## src/rtl/load_status_aggregator.sv

```systemverilog
// ---------------------------------------------------------------------------
// load_status_aggregator
//
// Purpose:
//   Combines the done/error status of NUM_CH loader channels (FRAM, flash,
//   and future sources) into one load-session result. A session is opened
//   by a start pulse. The set of channels taking part is captured from
//   ch_enable at that moment. Each channel's done flag is sticky. The
//   session ends in DONE when every enabled channel has reported done. It
//   ends in FAIL when an enabled channel reports an error, or when the
//   watchdog expires. The result is held until ack returns the block to
//   IDLE.
//
// Parameters:
//   NUM_CH       number of loader channels (1..16)
//   TIMEOUT_W    width of the watchdog counter
//   TIMEOUT_CYC  session timeout in sys_clk cycles; 0 disables the watchdog
//   CH_W         width of the channel index, max(1, clog2(NUM_CH))
//
// Ports:
//   sys_clk         in   system clock, rising edge
//   glbl_rst_n      in   asynchronous active-low reset
//   start           in   1-cycle pulse, opens a session from IDLE
//   ch_enable       in   channels taking part, sampled on an accepted start
//   ch_done         in   per-channel done pulses or levels
//   ch_error        in   per-channel error pulses or levels
//   ack             in   clears a held DONE/FAIL result, back to IDLE
//   load_busy       out  high while the session runs
//   load_ram_done   out  session completed OK, held until ack
//   load_ram_error  out  session failed, held until ack
//   load_evt        out  1-cycle pulse on entry to DONE or FAIL
//   err_ch_id       out  channel blamed for a failure
//   err_code        out  00 none, 01 channel error, 10 timeout
//   done_mask       out  sticky per-channel done flags
// ---------------------------------------------------------------------------
module load_status_aggregator #(
  parameter int                   NUM_CH      = 2,
  parameter int                   TIMEOUT_W   = 24,
  parameter logic [TIMEOUT_W-1:0] TIMEOUT_CYC = 24'd10_000_000,
  localparam int                  CH_W        = (NUM_CH > 1) ? $clog2(NUM_CH) : 1
) (
  input  logic              sys_clk,
  input  logic              glbl_rst_n,
  input  logic              start,
  input  logic [NUM_CH-1:0] ch_enable,
  input  logic [NUM_CH-1:0] ch_done,
  input  logic [NUM_CH-1:0] ch_error,
  input  logic              ack,
  output logic              load_busy,
  output logic              load_ram_done,
  output logic              load_ram_error,
  output logic              load_evt,
  output logic [CH_W-1:0]   err_ch_id,
  output logic [1:0]        err_code,
  output logic [NUM_CH-1:0] done_mask
);

  localparam logic [1:0] S_IDLE = 2'd0;
  localparam logic [1:0] S_RUN  = 2'd1;
  localparam logic [1:0] S_DONE = 2'd2;
  localparam logic [1:0] S_FAIL = 2'd3;

  localparam logic [1:0] CODE_NONE    = 2'b00;
  localparam logic [1:0] CODE_CHERR   = 2'b01;
  localparam logic [1:0] CODE_TIMEOUT = 2'b10;

  localparam bit                   TO_EN   = (TIMEOUT_CYC != '0);
  localparam logic [TIMEOUT_W-1:0] TO_LAST = TIMEOUT_W'(TIMEOUT_CYC - 1'b1);
  localparam logic [TIMEOUT_W-1:0] CNT_MAX = {TIMEOUT_W{1'b1}};

  logic [1:0]           state_q, state_d;
  logic [NUM_CH-1:0]    en_q, en_d;
  logic [NUM_CH-1:0]    mask_q, mask_d;
  logic [TIMEOUT_W-1:0] cnt_q, cnt_d;
  logic                 busy_q, busy_d;
  logic                 ok_q, ok_d;
  logic                 fail_q, fail_d;
  logic                 evt_q, evt_d;
  logic [CH_W-1:0]      id_q, id_d;
  logic [1:0]           code_q, code_d;

  logic [NUM_CH-1:0]    done_now;
  logic [NUM_CH-1:0]    err_now;
  logic [NUM_CH-1:0]    done_all;

  // Lowest set bit of a channel vector. When several channels misbehave
  // in the same cycle, the lowest index gets the blame.
  function automatic logic [CH_W-1:0] lowest_idx(input logic [NUM_CH-1:0] v);
    lowest_idx = '0;
    for (int i = NUM_CH - 1; i >= 0; i--) begin
      if (v[i]) lowest_idx = CH_W'(i);
    end
  endfunction

  // Done and error are only counted for channels that take part in the
  // session. done_all includes a done arriving in the current cycle, so
  // the last done completes the session in the same cycle it arrives.
  assign done_now = ch_done & en_q;
  assign err_now  = ch_error & en_q;
  assign done_all = mask_q | done_now;

  // Next-state logic. The status flags are derived from the next state so
  // that every output comes straight from a register.
  always_comb begin
    state_d = state_q;
    en_d    = en_q;
    mask_d  = mask_q;
    cnt_d   = cnt_q;
    id_d    = id_q;
    code_d  = code_q;
    evt_d   = 1'b0;

    case (state_q)
      S_IDLE: begin
        if (start) begin
          en_d   = ch_enable;
          mask_d = '0;
          cnt_d  = '0;
          id_d   = '0;
          code_d = CODE_NONE;
          // A session with no channels has nothing to wait for.
          if (ch_enable == '0) begin
            state_d = S_DONE;
            evt_d   = 1'b1;
          end else begin
            state_d = S_RUN;
          end
        end
      end

      S_RUN: begin
        mask_d = done_all;
        // Priority: error > completion > timeout.
        if (err_now != '0) begin
          state_d = S_FAIL;
          evt_d   = 1'b1;
          code_d  = CODE_CHERR;
          id_d    = lowest_idx(err_now);
        end else if ((done_all & en_q) == en_q) begin
          state_d = S_DONE;
          evt_d   = 1'b1;
        end else if (TO_EN && (cnt_q == TO_LAST)) begin
          state_d = S_FAIL;
          evt_d   = 1'b1;
          code_d  = CODE_TIMEOUT;
          id_d    = lowest_idx(en_q & ~done_all);
        end else if (cnt_q != CNT_MAX) begin
          // The counter saturates so that, with the watchdog disabled, it
          // can never wrap around.
          cnt_d = cnt_q + 1'b1;
        end
      end

      S_DONE, S_FAIL: begin
        // The result is held until ack. If start arrives together with
        // ack, start is dropped because this branch never looks at it.
        if (ack) begin
          state_d = S_IDLE;
          mask_d  = '0;
          id_d    = '0;
          code_d  = CODE_NONE;
        end
      end

      default: begin
        state_d = S_IDLE;
        mask_d  = '0;
        id_d    = '0;
        code_d  = CODE_NONE;
      end
    endcase

    busy_d = (state_d == S_RUN);
    ok_d   = (state_d == S_DONE);
    fail_d = (state_d == S_FAIL);
  end

  // State and output registers. Reset aborts any session at once and
  // clears every output, so no load_evt is produced for an aborted run.
  always_ff @(posedge sys_clk or negedge glbl_rst_n) begin
    if (!glbl_rst_n) begin
      state_q <= S_IDLE;
      en_q    <= '0;
      mask_q  <= '0;
      cnt_q   <= '0;
      busy_q  <= 1'b0;
      ok_q    <= 1'b0;
      fail_q  <= 1'b0;
      evt_q   <= 1'b0;
      id_q    <= '0;
      code_q  <= CODE_NONE;
    end else begin
      state_q <= state_d;
      en_q    <= en_d;
      mask_q  <= mask_d;
      cnt_q   <= cnt_d;
      busy_q  <= busy_d;
      ok_q    <= ok_d;
      fail_q  <= fail_d;
      evt_q   <= evt_d;
      id_q    <= id_d;
      code_q  <= code_d;
    end
  end

  assign load_busy      = busy_q;
  assign load_ram_done  = ok_q;
  assign load_ram_error = fail_q;
  assign load_evt       = evt_q;
  assign err_ch_id      = id_q;
  assign err_code       = code_q;
  assign done_mask      = mask_q;

endmodule
```

## config.mk

```make
export PLATFORM = sky130hd
export DESIGN_NAME = load_status_aggregator
export DESIGN_NICKNAME = d
export VERILOG_FILES = /design/src/rtl/load_status_aggregator.sv
export SDC_FILE = /design/constraint.sdc
export NUM_CORES = 1
export LEC_CHECK = 0
export BUFFER_PORTS_ARGS = -buffer_cell sky130_fd_sc_hd__buf_4
export CAP_MARGIN = 5
export CORE_MARGIN = 8
export CORE_UTILIZATION = 50
export DETAILED_ROUTE_END_ITERATION = 7
export PLACE_DENSITY = 0.69
export SYNTH_ARGS = -nofsm -noshare
export SYNTH_HDL_FRONTEND = slang
export SYNTH_SLANG_ARGS = --single-unit
```

## constraint.sdc

```tcl
create_clock -name sys_clk -period 2.43 [get_ports sys_clk]
set_input_delay 0.6075 -clock sys_clk [delete_from_list [all_inputs] [get_ports sys_clk]]
set_output_delay 0.6075 -clock sys_clk [all_outputs]
set_load 0.1 [all_outputs]
```

==> run_results.csv, run 1 <==
group,metric,value,unit
clock_network,cts_setup_buffers,0,
worst_setup_path,crit_slowest_cell,"or4_1",
yosys,yosys_warnings,0,
worst_setup_path,slowest_delay,0.51,ns
detailed_routing,ant_nets,0,
worst_setup_path,reg2reg_depth,7,
clock_network,hold_buffers,0,
worst_setup_path,start_kind,"flip-flop",
power,leakage,0.00109,µW
yosys,async_reset_ff_share,100,%
outcome,status,"completed",
detailed_routing,drc,0,
worst_setup_path,crit_family,"simple AND/OR/NAND/NOR gates",
detailed_routing,drtPass1Iterations,4,
worst_setup_path,crit_path_end_kind,"flip-flop",
timing,drv_slew,0,
die,die_h,82.7,µm
global_routing,use_met3,3.46,%
detailed_routing,detail_route.wl_per_cell,17.2,µm
timing,worstMarginPinSlew,0.641,ns
flow_run,max-cap-violations,0,
timing,period_minus_slack,2.09,ns
yosys,synth_top_area_cell,"dfrtp_1",
clock_network,cts_tree,"built",
yosys,synth_seq_cells,37,
clock_network,cts.sinks,37,
cells_and_area,fill_cells,411,
clock_network,clk_path_buf_depth,2,
clock_network,numCtsBuffers,5,
cells_and_area,multi_input_area,1220,µm²
hold_path,min_path_type,"input port to async pin",
global_routing,grt_pass1_wl,9.20,mm
detailed_routing,viasPerCell,6.20,
worst_setup_path,critical_path_class,"flip-flop to flip-flop",
timing,hold_violations,0,
cells_and_area,diodes,0,
global_routing,use_met2,28.3,%
die,die-area,6840,µm²
cells_and_area,syn2layout_area_growth,13.7,%
global_routing,use_met1,22.3,%
worst_setup_path,cp_data_required_time,2.64,ns
power,seq_power_share,34.4,%
detailed_routing,vias,1921,
die,ioPinCount,19,
yosys,synth_top_cell_area_share,41.6,%
detailed_routing,drt-initial-drc-count,146,
clock_network,worstSkewPairLatency,0.29,ns
cells_and_area,seq_area,926,µm²
clock_network,clk_pin_slew,0.07,ns
worst_setup_path,r2r_setup_slack,0.34,ns
yosys,ys_top_cells_by_area,"dfrtp_1 (42%), a21oi_1 (4.3%), or4_1 (4.0%), nand2_1 (3.9%), o31ai_1 (3.4%)",
timing,setup_tns,0,ns
cells_and_area,nNetsFinal,268,
power,vdd_ir_drop_max,1.01,mV
global_routing,grt_start_max_net_pins,38,
yosys,synth.avg_cell_area,9.51,µm²
placed_design,pre_cts_ws,0.129,ns
worst_setup_path,rr_startpoint,"cnt_q[0]",
yosys,netlist_instances,234,
timing,fmax,478,MHz
worst_setup_path,path_max_fanout,15,
timing,grt_setup_unrepaired,"no",
yosys,synth_cell_types,51,
yosys,synth_area,2230,µm²
worst_setup_path,critPathBufInv,1,
placed_design,globalplace.congestion,0.878,
die,die_w,82.7,µm
yosys,synth_edf_count,0,
power,combPwrFrac,48.0,%
die,start_util,51.5,%
yosys,synth_flop_cell,"dfrtp_1",
die,coreArea,4320,µm²
global_routing,grt_pass1_vias,1901,
timing,maxSlewHeadroom,57.1,%
die,rows,24,
global_routing,groute.usage.overall,17.3,%
timing,timing.final.ws_setup,0.338,ns
timing,setup_viol,0,
placed_design,hpwl,3.94,mm
global_routing,top_usage_layer,"met2",
yosys,syn_nets,245,
power,p_per_area,938,nW/µm²
clock_network,clockRootBuffer,"clkbuf_8",
worst_setup_path,cp_data_arrival_time,2.30,ns
detailed_routing,routed_wl,5.34,mm
clock_network,htree_num_levels,2,
power,power.switching,1120,µW
power,netSwitchingFraction,47.1,%
timing,finClkSkew,0.00358,ns
power,p_clk_share,17.6,%
worst_setup_path,worstPathCellList,"ha_1, and3_1, nand4_1, o21bai_4, buf_12, or4_1, a21oi_1",
yosys,ys_seq_area_share,41.6,%
worst_setup_path,r2r-end,"cnt_q[22]",
power,internal_power,1260,µW
placed_design,port_buffers,18,
timing,fin_crit_sh,86.1,%
clock_network,cts.repair.resized,0,
global_routing,antenna_found_initial,0,
cells_and_area,drive_gt1_share,19.0,%
global_routing,overflow,0,
## worst register-to-register path: stages, from the launching register on
cell      delay (ns)
dfrtp_1         0.42
ha_1            0.25
and3_1          0.21
nand4_1         0.16
o21bai_4        0.14
buf_12          0.17
or4_1           0.51
a21oi_1         0.17
## cells in the final DEF, fill, tap and decap left out, types with 4 or more instances in the layout
master / instances
a21oi_1: 19
and2_1: 6
and3_1: 5
and4_1: 6
buf_4: 27
clkbuf_8: 5
dfrtp_1: 37
inv_1: 4
mux2i_1: 6
nand2_1: 23
nand2b_1: 4
nand3_1: 9
nand4_1: 9
nor2_1: 11
nor3_1: 4
nor4_1: 5
o211ai_1: 4
o21ai_0: 6
o31ai_1: 10
or3_1: 6
or4_1: 12
## metal layers
layer / wire length, µm / part of all wire [%] / vias to the layer above
met5: 0 / 0 / -
met4: 85 / 1.6 / 0
met3: 199 / 3.7 / 12
met2: 2520 / 47 / 37
met1: 2530 / 47 / 916
li1: - / - / 956
## sequential cells by signal, indices dropped and copies added, names as in the netlist
name,cells
load_busy,1
load_evt,1
err_code,2
load_ram_done,1
err_ch_id,1
en_q,2
state_q,2
done_mask,2
load_ram_error,1
cnt_q,24
## power by group through the flow
| stage | Combinational (µW) | Sequential (µW) | Clock (µW) |
|---|---|---|---|
| 6_report | 1140 | 817 | 418 |
| 5_1_grt | 1220 | 830 | 455 |
| 4_1_cts | 1150 | 817 | 431 |
| 3_5_place_dp | 1150 | 825 | 0 |
| 3_3_place_gp | 1130 | 824 | 0 |
| 2_1_floorplan | 532 | 1150 | 0 |
## final cells by class
type	count	share of cell area, %
multi-input cells	180	48.0
flip-flops and latches	37	36.6
repair buffers	28	8.80
clock buffers	6	2.87
well taps	52	2.57
inverters	5	0.741
clock inverters	2	0.395
## through the flow
stage	cell area (µm²)	util, %	cells	hold slack, ns	power, µW
final	2530	58.5	310	0.262	2380
after CTS	2530	58.4	310	0.285	2400
after global placement	2440	56.5	302	0.468	1960
after detailed placement	2440	56.5	302	0.489	1970
after floorplan	2230	-	234	0.312	1680
after global routing	2530	58.5	310	0.317	2500
## synthesized netlist by cell type (all sizes together) (3+ instances only)
cell type / count
a21oi: 19
and2: 6
and3: 5
and4: 6
buf: 8
clkbuf: 4
dfrtp: 37
inv: 5
mux2i: 6
nand2: 24
nand2b: 5
nand3: 9
nand4: 10
nor2: 12
nor3: 4
nor3b: 4
nor4: 5
o2111ai: 3
o211ai: 4
o21ai: 7
o31ai: 10
or3: 6
or4: 12
## how the worst max path moves through the flow
| stage | end | depth (start not counted) | start | slack (ns) |
|---|---|---|---|---|
| 6_report | cnt_q[22] | 7 | cnt_q[0] | 0.34 |
| 5_1_grt | cnt_q[18] | 6 | cnt_q[0] | 0.23 |
| 4_1_cts | cnt_q[0] | 6 | cnt_q[0] | 0.12 |
| 3_5_place_dp | cnt_q[0] | 6 | cnt_q[0] | 0.13 |
| 3_3_place_gp | cnt_q[10] | 7 | ch_done[0] | 0.19 |
| 2_1_floorplan | cnt_q[13] | 6 | done_mask[0] | 0.23 |
## cell families after synthesis
logic type | Yosys count | synth area share [%]
mux | 7 | 3.20
buf+inv | 17 | 4.21
compound gates | 57 | 18.7
flops | 37 | 41.6
fa+ha+maj | 1 | 0.562
simple gates | 115 | 31.7
Power figures use the tool's default switching activity.
==> inputs of run 2 (changes only) <==
Settings changed: GPL_ROUTABILITY_DRIVEN set to 0, GPL_TIMING_DRIVEN set to 1, RECOVER_POWER set to 25.
==> run 2 against run 1 <==
Effect of this change:
- cell area hardly changed
- power about the same
- sequential power about the same
- non-clock buffer count is the same
- global-route usage stayed put
- combinational power hardly changed
- count of clock-buffer cells in the layout unchanged
- die area did not move
- critical path type unchanged
- register-to-register slack barely moved
- setup slack lost 0.0038 ns
==> run_results.csv, run 2 (synthesized netlist as in run 1, its figures left out) <==
group,metric,value,unit
worst_setup_path,reg2reg_depth,7,
detailed_routing,viasPerCell,6.15,
worst_setup_path,cp_data_arrival_time,2.31,ns
hold_path,min_path_type,"input port to async pin",
cells_and_area,syn2layout_area_growth,13.6,%
worst_setup_path,worstPathCellList,"ha_1, and3_1, nand4_1, o21bai_4, buf_12, or4_1, a21oi_1",
detailed_routing,drc,0,
worst_setup_path,critPathBufInv,1,
cells_and_area,nNetsFinal,268,
worst_setup_path,critical_path_class,"flip-flop to flip-flop",
worst_setup_path,cp-startpoint,"cnt_q[0]",
die,die_w,82.7,µm
cells_and_area,fin_util,58.5,%
global_routing,grt_start_max_net_pins,38,
power,leakage,0.00109,µW
flow_run,max-cap-violations,0,
clock_network,clockRootBuffer,"clkbuf_8",
worst_setup_path,path_depth,7,
cells_and_area,diodes,0,
placed_design,placed_cells,302,
clock_network,htree_num_levels,2,
global_routing,grt_pass1_wl,9.20,mm
worst_setup_path,crit_path_end_kind,"flip-flop",
die,die_h,82.7,µm
timing,period_minus_slack,2.10,ns
detailed_routing,drtPass1Iterations,4,
timing,maxSlewHeadroom,37.8,%
cells_and_area,drive_gt1_share,19.0,%
power,vdd_ir_drop_max,1.01,mV
placed_design,port_buffers,18,
worst_setup_path,start_kind,"flip-flop",
clock_network,clk_path_buf_depth,2,
timing,setup_viol,0,
timing,grt_setup_unrepaired,"no",
die,coreArea,4320,µm²
clock_network,worstSkewPairLatency,0.29,ns
placed_design,post_dp_cell_area,2440,µm²
detailed_routing,vias,1908,
timing,fmax,477,MHz
detailed_routing,detail_route.wl_per_cell,17.3,µm
cells_and_area,finalNonFillerCells,310,
worst_setup_path,crit_end,"cnt_q[22]",
cells_and_area,layout_common_cells,"dfrtp_1 (37), buf_4 (26), nand2_1 (23)",
detailed_routing,ant_nets,0,
worst_setup_path,crit_family,"simple AND/OR/NAND/NOR gates",
die,die-area,6840,µm²
clock_network,clk_pin_slew,0.07,ns
worst_setup_path,rr_startpoint,"cnt_q[0]",
global_routing,antenna_found_initial,0,
global_routing,groute.usage.overall,17.3,%
die,ioPinCount,19,
cells_and_area,final_cell_area,2530,µm²
cells_and_area,largest_reg_flops,24,
clock_network,hold_buffers,0,
worst_setup_path,cp_data_required_time,2.64,ns
clock_network,cts_tree,"built",
cells_and_area,largest-register,"cnt_q",
global_routing,overflow,0,
placed_design,hpwl,3.94,mm
detailed_routing,routed_wl,5.36,mm
timing,fin_crit_sh,86.3,%
clock_network,numCtsBuffers,5,
die,start_util,51.5,%
outcome,status,"completed",
worst_setup_path,r2r_setup_slack,0.33,ns
global_routing,grt_pass1_vias,1901,
worst_setup_path,r2r-end,"cnt_q[22]",
timing,drv_slew,0,
timing,worstMarginPinSlew,0.934,ns
cells_and_area,fill_cells,412,
power,p_per_area,939,nW/µm²
detailed_routing,drt-initial-drc-count,151,
worst_setup_path,path_max_fanout,15,
clock_network,cts.sinks,37,
worst_setup_path,slowest_delay,0.51,ns
timing,finClkSkew,0.00319,ns
die,rows,24,
timing,setup_tns,0,ns
cells_and_area,final_common_cell,"dfrtp_1",
worst_setup_path,crit_slowest_cell,"or4_1",
timing,hold_violations,0,
run 2: timing repair:
item / 4_1_cts / 5_1_grt
gates resized for setup: 0 / 1
setup endpoints to repair: 0 / 1
setup buffers: 0 / 0
run 2: cell type report:
cell class	instances	area, µm²	area share (%)
Multi-Input combinational cell	180	1220	48.1
Sequential cell	37	926	36.6
Timing Repair Buffer	28	220	8.71
Clock buffer	6	72.6	2.87
Tap cell	52	65.1	2.57
Inverter	5	18.8	0.742
Clock inverter	2	10.0	0.396
run 2: how the worst min path moves through the flow:
stage,to
after floorplan,cnt_q[0]
after global placement,err_code[0]
after detailed placement,err_code[0]
after CTS,en_q[0]
after global routing,err_code[0]
final,en_q[0]
run 2: metrics by stage:
step | setup WS (ns) | hold WS, ns | total power [µW]
global placement | 0.193 | 0.468 | 1960
detailed placement | 0.129 | 0.489 | 1970
floorplan | 0.227 | 0.312 | 1680
CTS | 0.122 | 0.285 | 2400
global route | 0.226 | 0.525 | 2500
finish | 0.334 | 0.446 | 2380
run 2: report_power, final:
group	total [µW]	internal [µW]	switching, µW	leakage, µW
registers	817	712	105	0.000505
logic	1140	346	794	0.000535
clock network	418	199	220	0.0000450
total	2380	1260	1120	0.00109
run 2: routing by layer:
layer	part of all wire (%)	wire (µm)	up-vias	GRT usage [%]
li1	-	-	953	-
met4	1.6	85	0	6.03
met5	0	0	-	0
met2	48	2570	34	28.3
met1	47	2520	911	22.3
met3	3.3	175	10	3.46
==> inputs of run 3 (changes only) <==
Settings changed: CORE_ASPECT_RATIO set to 1.1, CORE_MARGIN 8 to 2.
==> run 3 against run 2 <==
Effect of this change:
- clock power increased by 35%
- non-clock buffer count increased by 2
- critical path depth decreased by 1
- via count increased by 0.42%
- worst hold slack got worse by 0.011 ns
- setup slack got worse by 0.079 ns
- maximum frequency decreased by 3.6%
- routed wire length decreased by 5.4%
- clock skew increased by 0.0027 ns
- sequential power about the same
- utilization increased by 1.5 points
- first-iteration DRC count decreased by 28%
- largest power group unchanged
==> run_results.csv, run 3 (synthesized netlist as in run 1, its figures left out) <==
group,metric,value,unit
worst_setup_path,r2r-end,"cnt_q[4]",
worst_setup_path,cp_data_arrival_time,2.34,ns
worst_setup_path,r2r_setup_slack,0.26,ns
placed_design,pre_cts_ws,0.155,ns
clock_network,cts_tree,"built",
die,die-area,5000,µm²
timing,maxSlewHeadroom,39.3,%
cells_and_area,fin_util,60.0,%
timing,fmax,460,MHz
power,leakage,0.00110,µW
die,coreArea,4290,µm²
worst_setup_path,worstPathCellList,"nor4b_1, nand4_1, o21bai_4, buf_4, nor4_1, mux2i_1",
clock_network,htree_num_levels,2,
worst_setup_path,crit_family,"simple AND/OR/NAND/NOR gates",
flow_run,max-cap-violations,0,
global_routing,grt_pass1_vias,1811,
cells_and_area,syn2layout_area_growth,15.5,%
worst_setup_path,rr_startpoint,"cnt_q[11]",
hold_path,min_path_type,"input port to async pin",
outcome,status,"completed",
worst_setup_path,critical_path_class,"flip-flop to flip-flop",
clock_network,clk_path_buf_depth,2,
detailed_routing,drtPass1Iterations,4,
cells_and_area,drive_gt1_share,20.0,%
die,die_h,74.0,µm
die,ioPinCount,19,
worst_setup_path,crit_path_end_kind,"flip-flop",
clock_network,clockRootBuffer,"clkbuf_8",
placed_design,port_buffers,18,
timing,setup_viol,0,
worst_setup_path,reg2reg_depth,6,
detailed_routing,detail_route.wl_per_cell,16.1,µm
clock_network,clk_pin_slew,0.08,ns
detailed_routing,vias,1916,
detailed_routing,viasPerCell,6.10,
timing,hold_violations,0,
die,rows,25,
clock_network,cts_setup_buffers,0,
worst_setup_path,start_kind,"flip-flop",
global_routing,grt_pass1_wl,8.57,mm
worst_setup_path,cp_data_required_time,2.60,ns
clock_network,numCtsBuffers,5,
placed_design,hpwl,3.61,mm
timing,worstMarginPinSlew,0.910,ns
timing,drv_slew,0,
global_routing,overflow,0,
die,start_util,51.9,%
cells_and_area,final_common_cell,"dfrtp_1",
detailed_routing,ant_nets,0,
global_routing,antenna_found_initial,0,
cells_and_area,nNetsFinal,270,
worst_setup_path,crit_slowest_cell,"nor4b_1",
timing,timing.final.ws_setup,0.255,ns
worst_setup_path,slowest_delay,0.59,ns
cells_and_area,layout_common_cells,"dfrtp_1 (37), buf_4 (29), nand2_1 (23)",
detailed_routing,routed_wl,5.07,mm
timing,finalHoldWorstSlack,0.435,ns
detailed_routing,drt-initial-drc-count,109,
timing,fin_crit_sh,89.5,%
timing,setup_tns,0,ns
timing,period_minus_slack,2.17,ns
worst_setup_path,path_max_fanout,13,
timing,finClkSkew,0.00591,ns
global_routing,groute.usage.overall,22.6,%
cells_and_area,diodes,0,
detailed_routing,drc,0,
clock_network,cts.sinks,37,
global_routing,grt_start_max_net_pins,38,
timing,grt_setup_unrepaired,"no",
clock_network,worstSkewPairLatency,0.29,ns
power,vdd_ir_drop_max,0.885,mV
die,die_w,67.6,µm
worst_setup_path,critPathBufInv,1,
power,p_per_area,975,nW/µm²
cells_and_area,largest_reg_flops,24,
cells_and_area,largest-register,"cnt_q",
[run 3: metal layers]
metal	share of wire [%]	up-vias	GRT usage, %
met5	0	-	0
met4	1.3	0	5.44
met3	4.3	6	4.84
met2	48	44	38.1
met1	46	910	29.7
li1	-	956	-
[run 3: worst max path at each step]
stage                  from   endpoint  slack, ns  depth (start not counted)
6_report          cnt_q[11]   cnt_q[4]       0.26                          6
3_5_place_dp     ch_done[1]  cnt_q[22]       0.15                          7
3_3_place_gp     ch_done[1]  cnt_q[20]       0.16                          7
2_1_floorplan  done_mask[0]  cnt_q[13]       0.23                          6
5_1_grt            cnt_q[1]  cnt_q[22]       0.15                          7
4_1_cts            cnt_q[1]   cnt_q[0]       0.13                          6
[run 3: where the power goes]
| part | switching, µW | total (µW) | internal [µW] | leakage (µW) |
|---|---|---|---|---|
| clock network | 232 | 566 | 334 | 0.0000574 |
| registers | 102 | 814 | 711 | 0.000505 |
| logic | 779 | 1130 | 349 | 0.000542 |
[run 3: per-stage QoR]
stage	cell area, µm²	total power [µW]	std cells
final	2570	2510	314
after global routing	2570	2640	314
after CTS	2570	2530	314
after detailed placement	2450	1950	306
after global placement	2450	1950	306
after floorplan	2230	1680	234
[run 3: final cells by class]
cell class | instances | area (µm²)
inverters | 5 | 18.8
clock buffers | 6 | 82.6
multi-input cells | 180 | 1220
clock inverters | 2 | 37.5
well taps | 54 | 67.6
fillers | 372 | 1710
repair buffers | 30 | 223
flip-flops and latches | 37 | 926
[run 3: repair_timing]
action	CTS	global route
hold buffers	0	0
gates resized for setup	0	1
setup endpoints to repair	0	2
